File: config.mk
export PLATFORM = sky130hd
export DESIGN_NAME = lsu_ctrl
export DESIGN_NICKNAME = d
export VERILOG_FILES = /design/src/rtl/lsu_ctrl.sv
export SDC_FILE = /design/constraint.sdc
export NUM_CORES = 1
export LEC_CHECK = 0
export ABC_AREA = 1
export CAP_MARGIN = 20
export CORE_MARGIN = 2
export CORE_UTILIZATION = 45
export CTS_CLUSTER_DIAMETER = 150
export DETAILED_ROUTE_END_ITERATION = 16
export DONT_BUFFER_PORTS = 1
export PLACE_DENSITY_LB_ADDON = 0.25
export SYNTH_ARGS = -nofsm -noshare
export SYNTH_HDL_FRONTEND = slang
export SYNTH_SLANG_ARGS = --single-unit
File: constraint.sdc
create_clock -name clk -period 2.25 [get_ports clk]
set_clock_uncertainty 0.1 [all_clocks]
set_input_delay 0 -clock clk [delete_from_list [all_inputs] [get_ports clk]]
set_output_delay 0 -clock clk [all_outputs]
set_load 0.02 [all_outputs]
File: src/rtl/lsu_ctrl.sv
// Load/store unit: computes the effective address, checks legality, drives dMEM for one cycle and
// returns load data or a precise exception. Stalls the core via lsu_busy while an op is in flight.
module lsu_ctrl #(
    parameter int unsigned DMEM_WORDS = 32
) (
    input  logic        clk,
    input  logic        reset,
    input  logic        ex_valid,
    input  logic        ex_is_store,
    input  logic [2:0]  ex_funct3,
    input  logic [31:0] ex_rs1,
    input  logic [31:0] ex_imm,
    input  logic [31:0] ex_rs2,
    input  logic [4:0]  ex_rd,
    output logic        lsu_busy,
    output logic        mem_write_en,
    output logic [2:0]  s_type,
    output logic [2:0]  l_type,
    output logic [31:0] mem_addr,
    output logic [31:0] mem_wdata,
    input  logic [31:0] mem_rdata,
    output logic        op_done,
    output logic        wb_valid,
    output logic [4:0]  wb_rd,
    output logic [31:0] wb_data,
    output logic        exc_valid,
    output logic [3:0]  exc_cause,
    output logic [31:0] exc_addr
);

    typedef enum logic [1:0] {StIdle, StAccess, StResp, StFault} state_e;

    localparam logic [31:0] AddrLimit = 32'(4 * DMEM_WORDS);
    localparam logic [2:0]  TypeIdle  = 3'b010;

    state_e      state_q;
    logic        is_store_q;
    logic        mem_we_q;
    logic [4:0]  rd_q;

    logic [31:0] eff_addr;
    logic        illegal;
    logic        misaligned;
    logic        out_of_range;
    logic [3:0]  cause;

    always_comb begin
        eff_addr = ex_rs1 + ex_imm;
        if (ex_is_store) begin
            illegal = ex_funct3[2] | (ex_funct3[1:0] == 2'b11);
        end else begin
            illegal = (ex_funct3[1:0] == 2'b11) | (ex_funct3 == 3'b110);
        end
        misaligned   = ((ex_funct3[1:0] == 2'b01) & eff_addr[0]) |
                       ((ex_funct3[1:0] == 2'b10) & (eff_addr[1:0] != 2'b00));
        out_of_range = (eff_addr >= AddrLimit);
        cause = 4'd0;
        if (illegal) begin
            cause = 4'd2;
        end else if (misaligned) begin
            cause = ex_is_store ? 4'd6 : 4'd4;
        end else if (out_of_range) begin
            cause = ex_is_store ? 4'd7 : 4'd5;
        end
    end

    // Gated combinationally so a reset landing in ACCESS can never commit a store.
    assign mem_write_en = mem_we_q & ~reset;

    always_ff @(posedge clk) begin
        if (reset) begin
            state_q    <= StIdle;
            is_store_q <= 1'b0;
            mem_we_q   <= 1'b0;
            rd_q       <= 5'd0;
            lsu_busy   <= 1'b0;
            s_type     <= TypeIdle;
            l_type     <= TypeIdle;
            mem_addr   <= 32'd0;
            mem_wdata  <= 32'd0;
            op_done    <= 1'b0;
            wb_valid   <= 1'b0;
            wb_rd      <= 5'd0;
            wb_data    <= 32'd0;
            exc_valid  <= 1'b0;
            exc_cause  <= 4'd0;
            exc_addr   <= 32'd0;
        end else begin
            op_done   <= 1'b0;
            wb_valid  <= 1'b0;
            exc_valid <= 1'b0;
            mem_we_q  <= 1'b0;
            mem_addr  <= 32'd0;
            mem_wdata <= 32'd0;
            s_type    <= TypeIdle;
            l_type    <= TypeIdle;
            unique case (state_q)
                StIdle: begin
                    if (ex_valid) begin
                        is_store_q <= ex_is_store;
                        rd_q       <= ex_rd;
                        lsu_busy   <= 1'b1;
                        if (cause != 4'd0) begin
                            state_q   <= StFault;
                            exc_valid <= 1'b1;
                            exc_cause <= cause;
                            exc_addr  <= (cause == 4'd2) ? 32'd0 : eff_addr;
                        end else begin
                            state_q   <= StAccess;
                            mem_we_q  <= ex_is_store;
                            mem_addr  <= eff_addr;
                            mem_wdata <= ex_rs2;
                            s_type    <= ex_funct3;
                            l_type    <= ex_funct3;
                        end
                    end
                end
                StAccess: begin
                    state_q <= StResp;
                    op_done <= 1'b1;
                    if (!is_store_q) begin
                        wb_data <= mem_rdata;
                        if (rd_q != 5'd0) begin
                            wb_valid <= 1'b1;
                            wb_rd    <= rd_q;
                        end
                    end
                end
                StResp: begin
                    state_q  <= StIdle;
                    lsu_busy <= 1'b0;
                end
                StFault: begin
                    state_q  <= StIdle;
                    lsu_busy <= 1'b0;
                end
                default: begin
                    state_q  <= StIdle;
                    lsu_busy <= 1'b0;
                end
            endcase
        end
    end

endmodule
# ---- Yosys cells after proc, flatten, opt, wreduce, memory -nomap -nowiden
# Cells that the tools add are included.
dict set report classes {
  addsub 1
  magnitude_cmp 1
  eq_ne 9
  muxes 15
  bitwise_logic 11
  n_reduce_logical 14
}
# op count
set op_table {}
lappend op_table {{$add A32 B32 Y32} 1}
lappend op_table {{$ge A32 B8 Y1 const B} 1}
lappend op_table {{$mux W32} 1}
lappend op_table {{$mux W3} 3}
lappend op_table {{$eq A2 B2 Y1 const B} 4}
lappend op_table {{$mux W2} 4}
lappend op_table {{$pmux W2 S3} 1}
lappend op_table {{$reduce_and A2 Y1} 3}
lappend op_table {{$reduce_and A3 Y1} 2}
lappend op_table {{$reduce_or A3 Y1} 2}
lappend op_table {{$mux W1} 5}
lappend op_table {{$not A1 Y1} 5}
lappend op_table {{$reduce_bool A5 Y1} 1}
lappend op_table {{$eq A2 B1 Y1 const B} 2}
lappend op_table {{$eq A4 B2 Y1 const B} 1}
lappend op_table {{$reduce_bool A2 Y1} 2}
lappend op_table {{$reduce_bool A4 Y1} 1}
lappend op_table {{$reduce_or A4 Y1} 1}
lappend op_table {{$and A1 B1 Y1} 3}
lappend op_table {{$eq A3 B3 Y1 const B} 1}
lappend op_table {{$or A1 B1 Y1} 3}
lappend op_table {{$logic_not A2 Y1} 1}
lappend op_table {{$ne A2 B2 Y1 const B} 1}
lappend op_table {{$pmux W1 S2} 1}
lappend op_table {{$reduce_or A2 Y1} 1}
dict set report totals {
  regBits 153
  inputBits 140
  word_cells 66
}

# ---- Depth between registers and ports, before layout
# Gate-level depths: netlist of run 1.
dict set report logic_depth {
  word_depth 10
  depth_mapped 22
  ltp_nobuf 21
}

# ---- Worst setup path after synthesis of run 1
# No wires, ideal clock.
dict set report synth_timing {
  kind {in2reg}
  from {in ex_rs1[0]}
  to {reg exc_addr[19]}
  arrival_ps 2124
  t_required_ps 2038
  path_slack_ps -85
  cell_stages 21
  n_path_buf 1
  cell_sequence {ha_1 -> fa_1 -> nand2_1 -> nand3_1 -> nand3_1 -> nand2_2 -> nand2_1 -> nand2_1 -> nand2_1 -> nand2_1 -> nand2_1 -> nand2_1 -> nor2_1 -> nand3_1 -> nor2_2 -> nand3_2 -> nand2_2 -> inv_2 -> buf_2 -> nor2_1 -> nor2_1}
}
dict set report synth_via {
  elab_chain_cells 8
}
# item line
set synth_lines {}
lappend synth_lines {{from (decl)} 11} ;# input logic [31:0] ex_rs1,
lappend synth_lines {{$add A32 B32 Y32 (*)} 48} ;# eff_addr = ex_rs1 + ex_imm;
lappend synth_lines {{branches (longest 7 deep; another with $ge A32 B8 Y1)} -}
lappend synth_lines {{to (signal assigned)} 107} ;# exc_addr <= (cause == 4'd2) ? 32'd0 : eff_addr;
lappend synth_lines {{to (decl)} 28} ;# output logic [31:0] exc_addr
# Every way passes the cells marked *.
# A chain may end at the register's enable or synchronous reset.

# ---- Final worst setup path of run 1
dict set report layout_timing {
  from {in ex_rs1[2]}
  to {reg exc_addr[31]}
}
dict set report layout_via {
  elab_chain_cells 7
}
# item line
set layout_lines {}
lappend layout_lines {{$add A32 B32 Y32 (*)} 48}
lappend layout_lines {{$ge A32 B8 Y1} 56} ;# out_of_range = (eff_addr >= AddrLimit);
lappend layout_lines {{$mux W3} 62} ;# end else if (out_of_range) begin
lappend layout_lines {{$mux W3} 60} ;# end else if (misaligned) begin
lappend layout_lines {{$mux W3} 58} ;# if (illegal) begin
lappend layout_lines {{$eq A4 B2 Y1 or $reduce_bool A4 Y1 (tied branches)} {107, 103}}
lappend layout_lines {{$mux W32 or $reduce_and A3 Y1 (tied branches)} -}
# Mark *: on every way between the ends. The rest lies on a longest branch, timed or not.

==> flow_metrics.py, run 1 <==
metrics = {
    "sta": {
        "drv_slew": 0,
        "post-route-min-period_ns": 2.04,
        "hold_viol": 0,
        "fmax_mhz": 491,
        "min_period_over_period": 0.905,
        "worst_pin_slew_ns": 0.566,
        "fin_tns_setup_ns": 0,
        "relSlewSlack": 0.622,
        "hold_ws_ns": 0.00899,
        "setup_viol": 0,
    },
    "synth": {
        "netlist_instances": 1145,
        "syn-cell-area_mm2": 0.00754,
        "synth_warnings": 0,
        "synth_common_cells": "nand2_1, nor2_1, inv_1",
        "ys_ff_latch": 152,
        "yosysTopAreaCell": "dfxtp_1",
        "ys.flop_type": "dfxtp_1",
        "ys_types": 39,
        "synth-seq-area-share": 0.403,
        "synth.area.top_cells": "dfxtp_1, nand2_1, nor2_1, inv_1, ha_1",
        "synth_area_per_cell_um2": 6.59,
        "async_flop_share": 0,
        "yosysMostFrequentCell": "nand2_1",
        "synth_top_area_frac": 0.403,
        "synth_edf_count": 0,
    },
    "placed_design": {
        "placed_cell_area_mm2": 0.00854,
        "numPortBuffers": 0,
        "dp.cells": 1455,
        "finalWeightedCongestion": 0.906,
        "dp.final_hpwl_um": 16300,
    },
    "clocking": {
        "clock-root-buffer": "clkbuf_16",
        "clock-sinks": 152,
        "clk_pin_slew_ns": 0.07,
        "cts_tree": "done",
        "cts-buffers-inserted": 17,
        "clock_path_buffers": 2,
        "htreeDepth": 4,
        "insertion_delay_ns": 0.41,
    },
    "detailed_routing": {
        "vias": 7397,
        "wirelength_um": 22200,
        "ant_nets": 0,
        "avgRoutedWirePerCell_um": 14.1,
        "drcViolationCount": 0,
        "avgViaCountPerCell": 4.71,
        "first_iter_violations": 378,
        "first_pass_iters": 5,
    },
    "global_routing": {
        "grt-ovfl-total": 0,
        "grt_max_degree": 43,
        "antenna_found_initial": 0,
        "grt_pass1_wl_um": 35100,
        "grtUsageTotal": 0.247,
        "first_global_vias": 7215,
    },
    "die": {
        "coreArea_mm2": 0.0165,
        "ioPinCount": 288,
        "die_y_um": 133,
        "row_count": 47,
        "dieArea_mm2": 0.0178,
        "die_width_um": 133,
        "initial_core_util": 0.458,
    },
    "outcome": {
        "outcome": "finished, final reports clean",
    },
    "final_layout": {
        "insertedDiodeCount": 0,
        "drive_gt1_frac": 0.142,
        "multi_input_area_mm2": 0.00383,
        "final-seq-area_mm2": 0.00304,
        "fillers": 1530,
        "fin_area_mm2": 0.0101,
        "syn_to_final_growth_pct": 33.3,
        "num-nets-final": 1508,
        "fin_cells": 1569,
    },
    "setup_path": {
        "end_kind": "register",
        "start_kind": "input port",
        "cp.arrival_ns": 2.24,
        "crit_type": "input port to register",
        "required_ns": 2.46,
        "crit_fanout": 5,
    },
    "power_and_ir_drop": {
        "power.total_mw": 7.56,
        "vdd_drop_max_v": 0.000704,
        "p_leak_nw": 5.28,
        "power_density_mw_per_mm2": 752,
    },
    "flow_run": {
        "cap_violations": 0,
    },
    "min_path": {
        "hold_class": "input port to register",
    },
}
==> power by group <==
| group | internal [mW] | switching [mW] |
|---|---|---|
| Combinational | 0.699 | 0.851 |
| Clock | 1.68 | 1.23 |
| Sequential | 2.84 | 0.268 |
| Total | 5.21 | 2.34 |
==> cells by family after synthesis <==
logic type | after synthesis | synth area share
xor gates and xnor gates | 10 | 0.0126
buffers and inverters | 213 | 0.111
adders and majority gates | 32 | 0.0541
DFF | 152 | 0.403
AOI/OAI and AO/OA | 76 | 0.0531
other | 1 | 0.000497
and+or+nand+nor | 661 | 0.365
==> layout make-up <==
type | instances | share of cell area
inverter | 178 | 0.0667
multi-input combinational | 805 | 0.381
sequential | 152 | 0.303
clock inverter | 15 | 0.0179
timing repair buffer | 182 | 0.162
clock buffer | 17 | 0.0423
tap | 220 | 0.0274
==> metal layers <==
metal	part of all wire	up-vias	track usage
met5	0	-	0
met4	0.019	0	0.0768
met3	0.083	36	0.0833
met2	0.48	251	0.424
met1	0.42	3277	0.291
li1	-	3833	-
==> state kept, by name, summed over array words and instances, names as in the netlist, 2 cells and up <==
register / flops
state_q: 2
mem_wdata: 32
l_type: 3
rd_q: 5
wb_rd: 5
mem_addr: 32
exc_addr: 32
wb_data: 32
exc_cause: 3
==> worst max-delay path: stages <==
cell	delay [ns]
ha_1	0.35
buf_4	0.17
nand2_1	0.06
nand3_1	0.09
nand3_2	0.09
nand2_2	0.10
nand2_1	0.09
nand2_1	0.09
nand2_2	0.08
nand2_1	0.05
nand2_1	0.05
nand2_1	0.09
nor2_2	0.15
nand3_2	0.10
nor2_4	0.15
nand3_4	0.13
buf_4	0.17
nand2_2	0.07
nand2_1	0.05
o21ai_0	0.07
inv_1	0.05
==> per-stage QoR <==
step           setup WS (ns)   util
2_1_floorplan         0.0246      -
3_3_place_gp          -0.398  0.519
3_5_place_dp          -0.415  0.519
4_1_cts               0.0427  0.603
5_1_grt              -0.0325  0.610
6_report               0.214  0.610
==> repair_timing <==
item,4_1_cts,5_1_grt
buffers inserted,0,3
endpoints found under the setup margin,0,80
gates resized for setup,0,19
hold buffers,78,0
endpoints found under the hold margin,95,0
==> worst paths after layout <==
path	startpoint	end	slack (ns)	cells past startpoint
worst max-delay path	ex_rs1[2]	exc_addr[31]$_SDFFE_PP0P_	0.21	21
worst min-delay path	ex_imm[6]	mem_addr[6]$_SDFF_PP0_	0.009	4
worst max register to register	state_q[1]$_SDFFE_PP0P_	exc_addr[11]$_SDFFE_PP0P_	0.58	7
worst min register to register	rd_q[2]$_SDFFE_PP0P_	wb_rd[2]$_SDFFE_PP0P_	0.37	2
==> placed cells by master, fill, tap and decap left out, types with 2 or more instances in the layout <==
master and count:
nand2_1 302, nor2_1 238, inv_1 163, dfxtp_1 152, buf_4 98, dlygate4sd3_1 78, nand3_1 50, o21ai_0 43
ha_1 30, conb_1 26, a21oi_1 25, clkbuf_16 18, inv_2 13, nand3_2 12, nand4_1 10, nor3_1 9
nor2_2 8, nand2_2 8, xnor2_1 7, inv_6 7, nand3b_1 6, and2_1 5, or2_2 4, nor2_4 3
clkinv_4 3, buf_12 3, xor2_1 2, and3_1 2, o21bai_1 2, bufinv_16 2, buf_6 2
(Power assumes the default switching activity.)
==> inputs of run 2 (changes only) <==
Settings changed: HOLD_SLACK_MARGIN set to 0.1.
==> flow_metrics.py, run 2 (synthesis gave the netlist of run 1 again) <==
metrics = {
    "sta": {
        "drv_slew": 0,
        "relSlewSlack": 0.620,
        "hold_ws_ns": 0.130,
        "min_period_over_period": 0.908,
        "worst_pin_slew_ns": 0.570,
        "post-route-min-period_ns": 2.04,
        "fmax_mhz": 490,
        "hold_viol": 0,
        "setup_viol": 0,
    },
    "die": {
        "die_width_um": 133,
        "initial_core_util": 0.458,
        "coreArea_mm2": 0.0165,
        "die_y_um": 133,
        "row_count": 47,
        "ioPinCount": 288,
        "dieArea_mm2": 0.0178,
    },
    "placed_design": {
        "numPortBuffers": 0,
        "dp.final_hpwl_um": 16300,
        "placed_cell_area_mm2": 0.00854,
        "finalWeightedCongestion": 0.906,
        "dp.cells": 1455,
    },
    "detailed_routing": {
        "dr_wl_met3_um": 1800,
        "top_layer": "met4",
        "vias": 7431,
        "wl_met2_um": 10600,
        "first_iter_violations": 355,
        "m1WireLength_um": 9410,
        "first_pass_iters": 5,
        "wirelength_um": 22300,
        "avgViaCountPerCell": 4.72,
        "avgRoutedWirePerCell_um": 14.2,
        "ant_nets": 0,
        "drcViolationCount": 0,
    },
    "global_routing": {
        "first_global_vias": 7230,
        "grt-ovfl-total": 0,
        "grt_max_degree": 43,
        "grtUsageTotal": 0.247,
        "antenna_found_initial": 0,
        "grt_pass1_wl_um": 35200,
    },
    "final_layout": {
        "fin_cells": 1574,
        "fin_area_mm2": 0.0101,
        "num-nets-final": 1513,
        "final-seq-area_mm2": 0.00304,
        "layout_commonest_cell": "nand2_1",
        "fillers": 1526,
        "drive_gt1_frac": 0.142,
        "final_util": 0.613,
        "syn_to_final_growth_pct": 33.9,
        "insertedDiodeCount": 0,
        "multi_input_area_mm2": 0.00383,
        "final_cell_mix": "nand2_1, nor2_1, inv_1, dfxtp_1, buf_4",
    },
    "clocking": {
        "clock-sinks": 152,
        "insertion_delay_ns": 0.41,
        "clock_path_buffers": 2,
        "cts-buffers-inserted": 17,
        "clock-root-buffer": "clkbuf_16",
        "clk_pin_slew_ns": 0.07,
        "htreeDepth": 4,
        "cts_tree": "done",
    },
    "setup_path": {
        "end_kind": "register",
        "required_ns": 2.46,
        "cp.arrival_ns": 2.25,
        "crit_type": "input port to register",
        "start_kind": "input port",
        "crit_fanout": 4,
    },
    "power_and_ir_drop": {
        "power_density_mw_per_mm2": 750,
        "vdd_drop_max_v": 0.000704,
        "p_leak_nw": 5.30,
        "power.total_mw": 7.58,
    },
    "flow_run": {
        "cap_violations": 0,
    },
    "outcome": {
        "outcome": "finished, final reports clean",
    },
    "min_path": {
        "hold_class": "input port to register",
    },
}
-- run 2: cell count changes in the layout (fill, tap and decap cells not counted), sizes merged --
cell         previous run  this run
dlygate4sd3            78        83
-- run 2: through the flow --
| step | TNS [ns] | setup WS, ns |
|---|---|---|
| after CTS | 0 | 0.0427 |
| after floorplan | 0 | 0.0246 |
| after global routing | -0.170 | -0.0325 |
| final | 0 | 0.207 |
| after global placement | -24.97 | -0.398 |
| after detailed placement | -27.77 | -0.415 |
-- run 2: path summary, 6_finish.rpt --
| kind | from | end | slack, ns | cells after the start |
|---|---|---|---|---|
| max | ex_rs1[0] | exc_addr[31]$_SDFFE_PP0P_ | 0.21 | 21 |
| min | ex_imm[3] | mem_addr[3]$_SDFF_PP0_ | 0.13 | 5 |
| max reg2reg | state_q[1]$_SDFFE_PP0P_ | exc_addr[11]$_SDFFE_PP0P_ | 0.58 | 7 |
| min reg2reg | rd_q[2]$_SDFFE_PP0P_ | wb_rd[2]$_SDFFE_PP0P_ | 0.37 | 2 |
-- run 2: final cells by class --
cell class              instances  share of cell area
repair buffers                187               0.166
multi-input cells             805               0.379
clock buffers                  17              0.0421
clock inverters                15              0.0178
well taps                     220              0.0273
inverters                     178              0.0664
flip-flops and latches        152               0.301
-- run 2: worst max-delay path: stages --
cell and delay (ns):
ha_4 0.14, fa_2 0.36, nand2_1 0.07, nand3_1 0.09, nand3_2 0.09, nand2_2 0.10
nand2_1 0.09, nand2_1 0.09, nand2_2 0.08, nand2_1 0.05, nand2_1 0.05, nand2_1 0.09
nor2_2 0.15, nand3_2 0.10, nor2_4 0.15, nand3_4 0.13, buf_4 0.17, nand2_2 0.07
nand2_1 0.05, o21ai_0 0.07, inv_1 0.05
-- run 2: repair_timing --
| action | in CTS | in global routing |
|---|---|---|
| setup endpoints to repair | 0 | 80 |
| endpoints found under the hold margin | 113 | 0 |
| hold buffers | 83 | 0 |
| setup buffers | 0 | 3 |
| resized for setup | 0 | 19 |
-- run 2: layer usage --
metal | vias up | GRT usage
li1 | 3846 | -
met1 | 3299 | 0.291
met2 | 252 | 0.425
met3 | 34 | 0.0837
met4 | 0 | 0.0798
met5 | - | 0
-- run 2: power by group --
group	switching (mW)	internal, mW	total, mW
logic	0.856	0.712	1.57
registers	0.268	2.84	3.10
clock network	1.23	1.68	2.91
==> inputs of run 3 (changes only) <==
Settings changed: ABC_AREA 1 to not set.
==> flow_metrics.py, run 3 <==
metrics = {
    "outcome": {
        "outcome": "complete, but fails checks",
        "violations": "negative setup slack",
    },
    "global_routing": {
        "grt_max_degree": 62,
        "top_usage_layer": "met2",
        "grt-ovfl-total": 0,
        "gr-usage-met1": 0.297,
        "met3_usage": 0.0766,
        "first_global_vias": 6565,
        "antenna_found_initial": 1,
        "grt_pass1_wl_um": 34500,
        "use_met2": 0.480,
        "grtUsageTotal": 0.269,
    },
    "setup_path": {
        "crit_type": "input port to register",
        "cp.arrival_ns": 3.05,
        "timing.rr.end": "wb_data[5]$_SDFFE_PP0P_",
        "startpoint": "ex_rs1[0]",
        "r2r_slack_ns": 0.23,
        "reg2reg_depth": 6,
        "slowest_stage": "fa_2",
        "path_depth": 14,
        "cp_top_family": "simple AND/OR/NAND/NOR gates",
        "start_kind": "input port",
        "max_stage_delay_ns": 0.40,
        "end_kind": "register",
        "crit_fanout": 6,
        "required_ns": 2.50,
        "reg2reg_from": "state_q[0]$_SDFFE_PP0P_",
        "critPathBufInv": 2,
        "path_cells": "ha_4, fa_2, a211oi_4, o211ai_2, a21oi_4, a21boi_2, or4_1, a221oi_1, and4_1, nand4_4, nor4_4, buf_4, clkbuf_16, and2_1",
        "endpoint": "mem_wdata[8]$_SDFF_PP0_",
    },
    "detailed_routing": {
        "first_pass_iters": 5,
        "wirelength_um": 23500,
        "vias": 6708,
        "first_iter_violations": 389,
        "avgRoutedWirePerCell_um": 19.3,
        "drcViolationCount": 0,
        "avgViaCountPerCell": 5.51,
        "ant_nets": 0,
    },
    "synth": {
        "yosysMostFrequentCell": "dfxtp_1",
        "synth.area.top_cells": "dfxtp_1, nand2_1, a21oi_1, ha_1, and2_1",
        "synth_top_family_by_area": "compound AO/OA/AOI/OAI gates",
        "yosysTopAreaCell": "dfxtp_1",
        "syn-cell-area_mm2": 0.00687,
        "async_flop_share": 0,
        "ys_ff_latch": 152,
        "synth_edf_count": 0,
        "ys.flop_type": "dfxtp_1",
        "ys_types": 72,
        "synthSimpleGateAreaFrac": 0.204,
        "synth_common_cells": "dfxtp_1, nand2_1, a21oi_1",
        "synth_top_area_frac": 0.443,
        "synth_xor_area_frac": 0.0344,
        "synth_area_per_cell_um2": 8.94,
        "synth-seq-area-share": 0.443,
        "synth_warnings": 0,
        "netlist_instances": 769,
        "synthAdderAreaFrac": 0.0594,
        "synth-compound-area-share": 0.218,
        "synthMuxAreaShare": 0,
    },
    "sta": {
        "setup_viol": 80,
        "fin_tns_setup_ns": -40.73,
        "fmax_mhz": 357,
        "hold_viol": 0,
        "post-route-min-period_ns": 2.80,
        "min_period_over_period": 1.24,
        "worst_pin_slew_ns": 0.732,
        "setup_ws_ns": -0.550,
        "drv_slew": 0,
        "grt_setup_unrepaired": "yes",
        "relSlewSlack": 0.509,
    },
    "power_and_ir_drop": {
        "power_density_mw_per_mm2": 738,
        "p_leak_nw": 4.13,
        "vdd_drop_max_v": 0.000382,
    },
    "die": {
        "ioPinCount": 288,
        "row_count": 45,
        "die_y_um": 128,
        "coreArea_mm2": 0.0150,
        "initial_core_util": 0.457,
        "dieArea_mm2": 0.0163,
        "die_width_um": 128,
    },
    "final_layout": {
        "final_cell_mix": "dfxtp_1, buf_4, nand2_1, dlygate4sd3_1, a21oi_1",
        "drive_gt1_frac": 0.232,
        "syn_to_final_growth_pct": 44.4,
        "fillers": 1172,
        "insertedDiodeCount": 0,
        "final_util": 0.660,
        "layout_commonest_cell": "dfxtp_1",
        "num-nets-final": 1189,
    },
    "clocking": {
        "htreeDepth": 4,
        "cts-buffers-inserted": 17,
        "cts_tree": "done",
        "clock-root-buffer": "clkbuf_16",
        "clk_pin_slew_ns": 0.06,
        "clock_path_buffers": 2,
        "insertion_delay_ns": 0.41,
        "clock-sinks": 152,
    },
    "min_path": {
        "hold_class": "input port to register",
    },
    "placed_design": {
        "dp.final_hpwl_um": 16500,
        "finalWeightedCongestion": 0.904,
        "post-place-ws_ns": -0.999,
        "numPortBuffers": 0,
    },
    "flow_run": {
        "cap_violations": 0,
    },
}
==> run 3: cell count changes after synthesis, moves of 28 or more <==
cell,change
nor2_1,-191
nand2_1,-186
inv_1,-156
a21oi_1,+57
nand3_1,-47
and2_1,+37
o21ai_0,-28
==> run 3: report_power, final <==
part           leakage (nW)  switching [mW]  total, mW  internal (mW)
sequential             1.24           0.209       3.01           2.80
combinational          2.62           0.777       1.59          0.809
clock                 0.273            1.15       2.73           1.58
total                  4.13            2.13       7.32           5.19
==> run 3: what timing repair did <==
| item | in CTS | in global routing |
|---|---|---|
| pin swaps | 2 | 10 |
| buffers inserted | 2 | 2 |
| hold buffers | 91 | 0 |
| gates cloned | 0 | 8 |
| gates resized for setup | 2 | 22 |
| setup endpoints to repair | 80 | 84 |
| hold endpoints to repair | 123 | 0 |
==> run 3: tightest hold or removal path, stage by stage <==
cell and delay (ns):
ha_1 0.14, buf_4 0.18, xor2_1 0.08, nor2_1 0.08
a32o_1 0.12
==> run 3: layer usage <==
metal / vias to the layer above / part of all wire
li1: 3203 / -
met1: 3130 / 0.38
met2: 296 / 0.51
met3: 77 / 0.074
met4: 2 / 0.040
met5: - / 0.00055
==> run 3: worst min path at each step <==
stage / from / endpoint / slack, ns / cells past startpoint
6_report: ex_imm[26] / exc_addr[26]$_SDFFE_PP0P_ / 0.12 / 5
5_1_grt: ex_rs2[5] / mem_wdata[5]$_SDFF_PP0_ / 0.14 / 2
4_1_cts: ex_imm[26] / exc_addr[26]$_SDFFE_PP0P_ / 0.11 / 5
3_5_place_dp: reset / is_store_q$_SDFFE_PP0P_ / -0.006 / 1
3_3_place_gp: reset / rd_q[0]$_SDFFE_PP0P_ / -0.01 / 1
2_1_floorplan: ex_funct3[1] / l_type[1]$_SDFF_PP1_ / 0.001 / 1
==> run 3: cell type report <==
class                           instances  area (um^2)  area share
Clock inverter                         13          134      0.0135
Tap cell                              188          235      0.0237
Clock buffer                           19          443      0.0447
Multi-Input combinational cell        584         3740       0.377
Timing Repair Buffer                  253         2290       0.231
Inverter                                9         33.8     0.00341
Sequential cell                       152         3040       0.307
==> run 3: cells by family after synthesis <==
kind of cell,Yosys count
adders and majority gates,32
buffers and inverters,58
other,1
AOI/OAI and AO/OA,213
and+or+nand+nor,286
xor gates and xnor gates,27
DFF,152
==> run 3: through the flow <==
stage	power, mW	hold slack [ns]	instance area, um^2	cells
finish	7.32	0.122	9920	1218
floorplan	3.80	0.00147	7000	794
global placement	4.40	-0.00991	8140	1083
detailed placement	4.43	-0.00646	8140	1083
CTS	7.31	0.106	9670	1208
global route	7.63	0.136	9920	1218
